<file path="config.mk">
export PLATFORM = sky130hd
export DESIGN_NAME = alu_result_fifo
export DESIGN_NICKNAME = d
export VERILOG_FILES = /design/src/rtl/alu_result_fifo.sv
export SDC_FILE = /design/constraint.sdc
export NUM_CORES = 1
export LEC_CHECK = 0
export CORE_ASPECT_RATIO = 1.1
export CORE_MARGIN = 4
export CORE_UTILIZATION = 51
export CTS_CLUSTER_SIZE = 30
export DETAILED_ROUTE_END_ITERATION = 16
export PLACE_DENSITY = 0.84
export SETUP_SLACK_MARGIN = 0.3
export SKIP_CTS_REPAIR_TIMING = 1
export SKIP_LAST_GASP = 1
export SLEW_MARGIN = 25
export SYNTH_ARGS = -nofsm -noshare
export SYNTH_HDL_FRONTEND = slang
export SYNTH_SLANG_ARGS = --single-unit
</file>
<file path="constraint.sdc">
create_clock -name CLK -period 4.9 [get_ports CLK]
set_clock_uncertainty 0.05 [all_clocks]
set_input_delay 0.98 -clock CLK [delete_from_list [all_inputs] [get_ports CLK]]
set_output_delay 0.98 -clock CLK [all_outputs]
set_load 0.01 [all_outputs]
</file>
<file path="src/rtl/alu_result_fifo.sv">
// rtl/alu_result_fifo.sv - tagged ALU result merge FIFO with sticky overflow/illegal status (optional drop counter: ALU_RESULT_FIFO_DROP_CNT_EN)
module alu_result_fifo #(
  parameter int DEPTH           = 8,
  parameter int ADDR_WIDTH      = 3,
  parameter int Arith_Out_WIDTH = 32,
  parameter int Logic_Out_WIDTH = 16,
  parameter int CMP_Out_WIDTH   = 2,
  parameter int Shift_Out_WIDTH = 17
) (
  input  logic                       CLK,
  input  logic                       RST,
  input  logic [Arith_Out_WIDTH-1:0] Arith_OUT,
  input  logic [Logic_Out_WIDTH-1:0] Logic_OUT,
  input  logic [CMP_Out_WIDTH-1:0]   CMP_OUT,
  input  logic [Shift_Out_WIDTH-1:0] SHIFT_OUT,
  input  logic                       Arith_Flag,
  input  logic                       Logic_Flag,
  input  logic                       CMP_Flag,
  input  logic                       SHIFT_Flag,
  input  logic                       CLR,
  output logic [Arith_Out_WIDTH-1:0] RES_DATA,
  output logic [1:0]                 RES_TAG,
  output logic                       RES_VALID,
  input  logic                       RES_READY,
  output logic [ADDR_WIDTH:0]        FIFO_COUNT,
  output logic                       FULL,
  output logic                       OVF,
  output logic                       ILLEGAL
`ifdef ALU_RESULT_FIFO_DROP_CNT_EN
  ,
  output logic [7:0]                 DROP_CNT
`endif
);

  // Each entry holds the tag in the top two bits above the formatted data.
  localparam int WORD_W = Arith_Out_WIDTH + 2;
  localparam logic [ADDR_WIDTH:0]   DEPTH_C = (ADDR_WIDTH+1)'(DEPTH);
  localparam logic [ADDR_WIDTH:0]   CNT_ONE = (ADDR_WIDTH+1)'(1);
  localparam logic [ADDR_WIDTH-1:0] PTR_ONE = ADDR_WIDTH'(1);

  logic [WORD_W-1:0]     mem_q [DEPTH];
  logic [ADDR_WIDTH-1:0] wr_ptr_q, wr_ptr_d;
  logic [ADDR_WIDTH-1:0] rd_ptr_q, rd_ptr_d;
  logic [ADDR_WIDTH:0]   count_q, count_d;
  logic                  ovf_q, ovf_d;
  logic                  illegal_q, illegal_d;

  logic [2:0]            flag_cnt;
  logic                  push_req;
  logic                  illegal_evt;
  logic                  full;
  logic                  pop;
  logic                  push_ok;
  logic                  drop_evt;
  logic [WORD_W-1:0]     in_word;
  logic [WORD_W-1:0]     head_word;

  // Classify the flag pattern and format the incoming result into a tagged word.
  always_comb begin
    flag_cnt    = 3'(Arith_Flag) + 3'(Logic_Flag) + 3'(CMP_Flag) + 3'(SHIFT_Flag);
    push_req    = (flag_cnt == 3'd1);
    illegal_evt = (flag_cnt >= 3'd2);
    in_word     = '0;
    if (Arith_Flag) begin
      in_word = {2'b00, Arith_OUT};
    end else if (Logic_Flag) begin
      in_word = {2'b01, {(Arith_Out_WIDTH-Logic_Out_WIDTH){1'b0}}, Logic_OUT};
    end else if (CMP_Flag) begin
      in_word = {2'b10, {(Arith_Out_WIDTH-CMP_Out_WIDTH){1'b0}}, CMP_OUT};
    end else if (SHIFT_Flag) begin
      in_word = {2'b11, {(Arith_Out_WIDTH-Shift_Out_WIDTH){1'b0}}, SHIFT_OUT};
    end
  end

  // Push/pop decisions; a full FIFO still accepts a push when the head leaves on the same edge.
  always_comb begin
    full     = (count_q == DEPTH_C);
    pop      = (count_q != '0) && RES_READY;
    push_ok  = push_req && (!full || pop);
    drop_evt = push_req && full && !pop;

    wr_ptr_d = push_ok ? wr_ptr_q + PTR_ONE : wr_ptr_q;
    rd_ptr_d = pop     ? rd_ptr_q + PTR_ONE : rd_ptr_q;
    count_d  = count_q;
    if (push_ok && !pop) begin
      count_d = count_q + CNT_ONE;
    end else if (pop && !push_ok) begin
      count_d = count_q - CNT_ONE;
    end

    // A new event on the clear edge wins over the clear.
    ovf_d     = (CLR ? 1'b0 : ovf_q) | drop_evt;
    illegal_d = (CLR ? 1'b0 : illegal_q) | illegal_evt;
  end

  // Storage carries no reset; the output mux hides stale contents while empty.
  always_ff @(posedge CLK) begin
    if (push_ok) begin
      mem_q[wr_ptr_q] <= in_word;
    end
  end

  // Pointer, occupancy and sticky status registers.
  always_ff @(posedge CLK or negedge RST) begin
    if (!RST) begin
      wr_ptr_q  <= '0;
      rd_ptr_q  <= '0;
      count_q   <= '0;
      ovf_q     <= 1'b0;
      illegal_q <= 1'b0;
    end else begin
      wr_ptr_q  <= wr_ptr_d;
      rd_ptr_q  <= rd_ptr_d;
      count_q   <= count_d;
      ovf_q     <= ovf_d;
      illegal_q <= illegal_d;
    end
  end

  // Head presentation; forced to zero while empty so reset never exposes X.
  always_comb begin
    head_word  = mem_q[rd_ptr_q];
    RES_VALID  = (count_q != '0);
    RES_DATA   = RES_VALID ? head_word[Arith_Out_WIDTH-1:0] : '0;
    RES_TAG    = RES_VALID ? head_word[WORD_W-1:Arith_Out_WIDTH] : 2'b00;
    FIFO_COUNT = count_q;
    FULL       = full;
    OVF        = ovf_q;
    ILLEGAL    = illegal_q;
  end

`ifdef ALU_RESULT_FIFO_DROP_CNT_EN
  logic [7:0] drop_cnt_q, drop_cnt_d;

  // Saturating count of dropped words; a drop on the clear edge restarts it at one.
  always_comb begin
    drop_cnt_d = drop_cnt_q;
    if (CLR) begin
      drop_cnt_d = drop_evt ? 8'd1 : 8'd0;
    end else if (drop_evt && (drop_cnt_q != 8'hFF)) begin
      drop_cnt_d = drop_cnt_q + 8'd1;
    end
  end

  // Drop counter register.
  always_ff @(posedge CLK or negedge RST) begin
    if (!RST) begin
      drop_cnt_q <= 8'd0;
    end else begin
      drop_cnt_q <= drop_cnt_d;
    end
  end

  assign DROP_CNT = drop_cnt_q;
`endif

endmodule

</file>
======== After elaboration in Yosys (flattened, before gate mapping) ========
Memory sizes are Yosys's and may differ from the RTL's.
Index checks and enable logic that the tools add are counted.
storage, ports and cells
  bits in writable memories ............... 272
  output and inout bits ................... 42
  memories ................................ 1
  word-level logic and storage cells ...... 42
  register bits ........................... 12
  bits of input ports ..................... 75
memories
  memory  words  bits a word  rd ports  clocked after Yosys merged registers in  wr ports  line  source
  mem_q   8      34           1         0                                        1         41    logic [WORD_W-1:0] mem_q [DEPTH];
operators by class
  equal/unequal tests ..................... 2
  add/sub/neg operators ................... 7
  reduce and logical (&&, ||, !) cells .... 12
  magnitude comparators ................... 1
  bitwise operators ....................... 2
  multiplexer cells ....................... 12
operators by type and width
  kind                 count
  $mux 34              4
  $mux 32              1
  $mux 4               2
  $add 3x1->3 const B  2
  $logic_and 1x1->1    6
  $add 4x1->4 const B  1
  $eq 4x4->1 const B   1
  $mux 1               4
  $reduce_bool 4->1    1
  $sub 4x1->4 const B  1
  $add 2x1->3          1
  $add 3x1->3          1
  $eq 3x1->1 const B   1
  $ge 3x2->1 const B   1
  $logic_not 1->1      3
  $add 1x1->2          1
  $mux 2               1
  $or 1x1->1           2
  $reduce_bool 2->1    1
  $logic_or 1x1->1     1

======== Depth between registers and ports, before layout ========
  word-level depth ........................ 9
  mapped depth ............................ 17
  gate-level depth less buffers ........... 15

======== Worst setup path after synthesis ========
No wires, ideal clock.
  path type ............................... input-to-reg
  start point ............................. input Arith_Flag
  end point ............................... memory mem_q[0][0] (netlist name), enable pin
  setup slack ............................. -2.086 ns
  arrival ................................. 6.425 ns
  stages .................................. 11
  library setup time ...................... 0.510 ns
  data required time ...................... 4.340 ns
  buffers on the path ..................... 2
  path through ............................ clkbuf_1 clkbuf_1 inv_1 fa_1 inv_1 ha_1 inv_1 ha_1 nor3b_1 o21ai_2 nor4_1
between the ends
  cells in the longest elaborated chain, start to end .. 7
ends and longest elaborated chain
  item                          line  source
  start, declared               16    input logic Arith_Flag,
  $add 1x1->2                   60    flag_cnt = 3'(Arith_Flag) + 3'(Logic_Flag) + 3'(CMP_Flag) + 3'(SHIFT_Flag);
  $add 2x1->3                   60
  $add 3x1->3                   60
  $eq 3x1->1                    61    push_req = (flag_cnt == 3'd1);
  $logic_and 1x1->1             79    push_ok = push_req && (!full || pop);
  $mux 1                        98    if (push_ok) begin
  $mux 1 (implied by the code)  99    mem_q[wr_ptr_q] <= in_word;
  end, declared                 41
Every way passes these cells.

======== Final worst setup path ========
  start point ............................. input Logic_Flag
  end point ............................... register count_q[3], in the netlist FIFO_COUNT[3]
between the ends
  cells in the longest elaborated chain, start to end .. 8
  elaborated cells between the ends (all ways) .. 10
  classes of those cells .................. add/sub: 3; eq/ne: 1; mux: 1; reduce/logical: 5
ends and longest elaborated chain
  item                         line  source
  start, declared              17    input logic Logic_Flag,
  $add 1x1->2 (*)              60
  $add 2x1->3 (*)              60
  $add 3x1->3 (*)              60
  $eq 3x1->1 (*)               61
  $logic_and 1x1->1 (*)        79
  via push_ok                  53    logic push_ok;
  $logic_not 1->1              87    end else if (pop && !push_ok) begin
  $logic_and 1x1->1            87
  $reduce_bool 2->1 (no line)  n/a
  end signal, assigned         114   count_q <= count_d;
  end, declared                44    logic [ADDR_WIDTH:0] count_q, count_d;
The timed path passes the listed nets; every way through them passes the cells marked *.
A chain may end at the register's enable or synchronous reset.

==> flow_summary_export.csv <==
group,metric,value,unit
run_status,status,"complete, no violations",
grt,overflow,0,
clock_network,cts_buffers,27,
sta,tightestPinTransition,1030,ps
die,dieArea,24900,um^2
worst_setup_path,critPathCaptureType,"flop",
layout,multi_input_area,2830,um^2
synthesis,synth_compound_area_share,5.20,%
worst_setup_path,r2r_setup_slack,1580,ps
worst_setup_path,crit_required,5240,ps
worst_setup_path,cp.arrival,4730,ps
synthesis,synth_edf_count,272,
worst_setup_path,endpoint,"FIFO_COUNT[3]$_DFFE_PN0P_",
grt,grt_max_degree,71,
worst_setup_path,r2r_start,"FIFO_COUNT[0]$_DFFE_PN0P_",
clock_network,cts_buffer_depth,3,
synthesis,netlist_instances,566,
layout,nFillCells,1400,
clock_network,cts_root_buf,"clkbuf_16",
worst_setup_path,crit_start,"Logic_Flag",
worst_hold_path,hold_class,"flop to flop",
power_and_ir_drop,ir_drop,0.690,mV
layout,final_util,63.0,%
die,rows,57,
drt,drc_errors,0,
die,die_x,151,um
drt,dr.pass1.iters,5,
layout,final_cell_area,13900,um^2
synthesis,synth_top_family_by_area,"multiplexers",
power_and_ir_drop,p_leak,4.55,nW
run,maxCapViolCount,0,
placed_design,gp_congestion,0.795,
layout,fin_nets,779,
clock_network,clk_latency,530,ps
grt,grt_usage,20.8,%
grt,grt_first_pass_wirelength,38700,um
synthesis,async_reset_ff_share,4.23,%
synthesis,netlist-cell-type-count,39,
die,start_util,51.8,%
layout,drive_gt1_share,19.1,%
drt,routedWlPerCell,24.9,um
layout,regArea,8480,um^2
synthesis,syn-cell-area,11400,um^2
drt,ant_nets,0,
worst_setup_path,ff2ff_path_depth,9,
synthesis,synth-simple-area-share,3.09,%
worst_setup_path,path_class,"input port to flop",
sta,slew_violations,0,
die,ios,117,
power_and_ir_drop,p_per_area,548,nW/um^2
synthesis,synthFlopType,"edfxtp_1",
worst_setup_path,worstSetupStartpointType,"input port",
synthesis,syn-mean-instance-area,20.2,um^2
grt,grt_pass1_vias,6571,
worst_setup_path,reg2reg_to,"FIFO_COUNT[3]$_DFFE_PN0P_",
sta,tns,0,ps
drt,drt_wl_total,25100,um
synthesis,yosys_warnings,0,
placed_design,dp_hpwl,14300,um
synthesis,synthAdderAreaFrac,1.23,%
clock_network,h-tree-depth,1,
grt,antenna_found_initial,0,
placed_design,port_buffers,116,
synthesis,synth_xor_xnor_area_share,0.460,%
placed_design,dpl_cell_area,13100,um^2
sta,relSlewSlack,31.6,%
clock_network,clkTransAtPathRegs,60,ps
sta,min_period_over_period,89.4,%
sta,finalSetupViolCount,0,
sta,finalHoldViolCount,0,
drt,num_vias,6057,
die,core_area,22000,um^2
sta,hold_ws,471,ps
clock_network,clock_sinks,284,
drt,drtIter0Drc,567,
sta,rsz0062_at_grt,"no",
synthesis,synth.area.mux_share,13.8,%
synthesis,ys_seq_area_share,74.1,%
sta,fmax,228,MHz
layout,syn_to_final_growth,21.4,%
synthesis,synth-seq-cells,284,
worst_setup_path,crit_fanout,7,
die,die_y,165,um
layout,num_antenna_cells,0,
synthesis,syn_nets,651,
sta,period_needed,4380,ps
clock_network,cts_tree,"built",
drt,vias_per_cell,6.01,
[registers in the layout, summed over array words and instances (netlist names)]
signal	flops
FIFO_COUNT	4
ILLEGAL	1
OVF	1
mem_q	272
rd_ptr_q	3
wr_ptr_q	3
[cell usage after synthesis (3+ instances only)]
cell type	n	area share (%)
buf_6	6	0.59
and2_1	15	0.82
mux4_2	68	13
buf_2	8	0.35
a22o_1	35	2.7
o21ai_0	16	0.70
o211ai_1	4	0.26
clkbuf_1	18	0.59
xnor2_1	6	0.46
inv_1	11	0.36
buf_4	3	0.20
a22oi_1	14	0.92
nor2_1	10	0.33
edfxtp_1	272	71
nand3_1	3	0.13
nand2_1	22	0.72
ha_1	8	0.88
dfrtp_1	12	2.6
nor3_1	6	0.26
[logic make-up (layout without fill, tap and decap cells)]
kind of cell	count (synthesis)	count (layout)
flops	284	284
compound gates	78	78
mux	72	72
simple gates	69	69
buf+inv	47	193
fa+ha+maj	10	10
xor+xnor	6	6
[worst max-delay path, stage by stage]
cell and delay (ps):
clkdlybuf4s50_1 480, inv_1 90, fa_1 460, inv_1 70
ha_1 160, inv_1 60, ha_1 350, nor3b_4 310
o21ai_4 190, inv_1 90, ha_1 250, inv_1 130
ha_1 370, or4_1 520, o211ai_1 110, o211ai_1 100
[cells in the final DEF, fill, tap and decap left out, types with 7 or more instances in the layout]
master	synthesis	final
ha_1	8	8
a22o_1	35	35
clkbuf_16	0	27
a22oi_1	14	14
o21ai_0	16	16
inv_1	11	11
nor2_1	10	7
clkdlybuf4s50_1	0	115
edfxtp_1	272	272
clkinv_1	0	7
and2_1	15	15
nand2_1	22	22
mux4_2	68	68
dfrtp_1	12	10
buf_4	3	13
clkbuf_1	18	9
[how the worst min path moves through the flow]
stage	slack [ps]	cells past startpoint	to	from
2_1_floorplan	420	1	rd_ptr_q[2]$_DFFE_PN0N_	rd_ptr_q[2]$_DFFE_PN0N_
3_3_place_gp	460	1	OVF$_DFF_PN0_	OVF$_DFF_PN0_
3_5_place_dp	440	1	OVF$_DFF_PN0_	OVF$_DFF_PN0_
4_1_cts	470	1	OVF$_DFF_PN0_	OVF$_DFF_PN0_
5_1_grt	510	1	OVF$_DFF_PN0_	OVF$_DFF_PN0_
6_report	470	1	OVF$_DFF_PN0_	OVF$_DFF_PN0_
[power by group]
group	switching, mW	internal [mW]
Combinational	1.11	1.40
Sequential	0.309	2.91
Clock	0.811	1.06
[layout make-up]
class                   count  area share (%)
clock buffers              36            5.11
clock inverters            11           0.541
inverters                  11           0.298
multi-input cells         235            20.4
flip-flops and latches    284            61.1
well taps                 295            2.66
repair buffers            135            9.90
[per-stage QoR]
step / setup slack, ps / cells / total power [mW]
floorplan: 103 / 566 / 4.74
CTS: 548 / 1007 / 7.67
finish: 518 / 1007 / 7.61
detailed placement: 6.86 / 960 / 5.78
global route: 344 / 1007 / 7.96
global placement: 173 / 960 / 5.69
[layer usage]
layer  wire, um  GRT usage (%)  vias to the layer above
met4        721           6.84                        0
met3       1850           3.35                       49
li1           -              -                     2598
met2      13400           36.5                      317
met5          0              0                        -
met1       9140           26.9                     3093
Note: power is estimated with default switching activity, not from simulation.
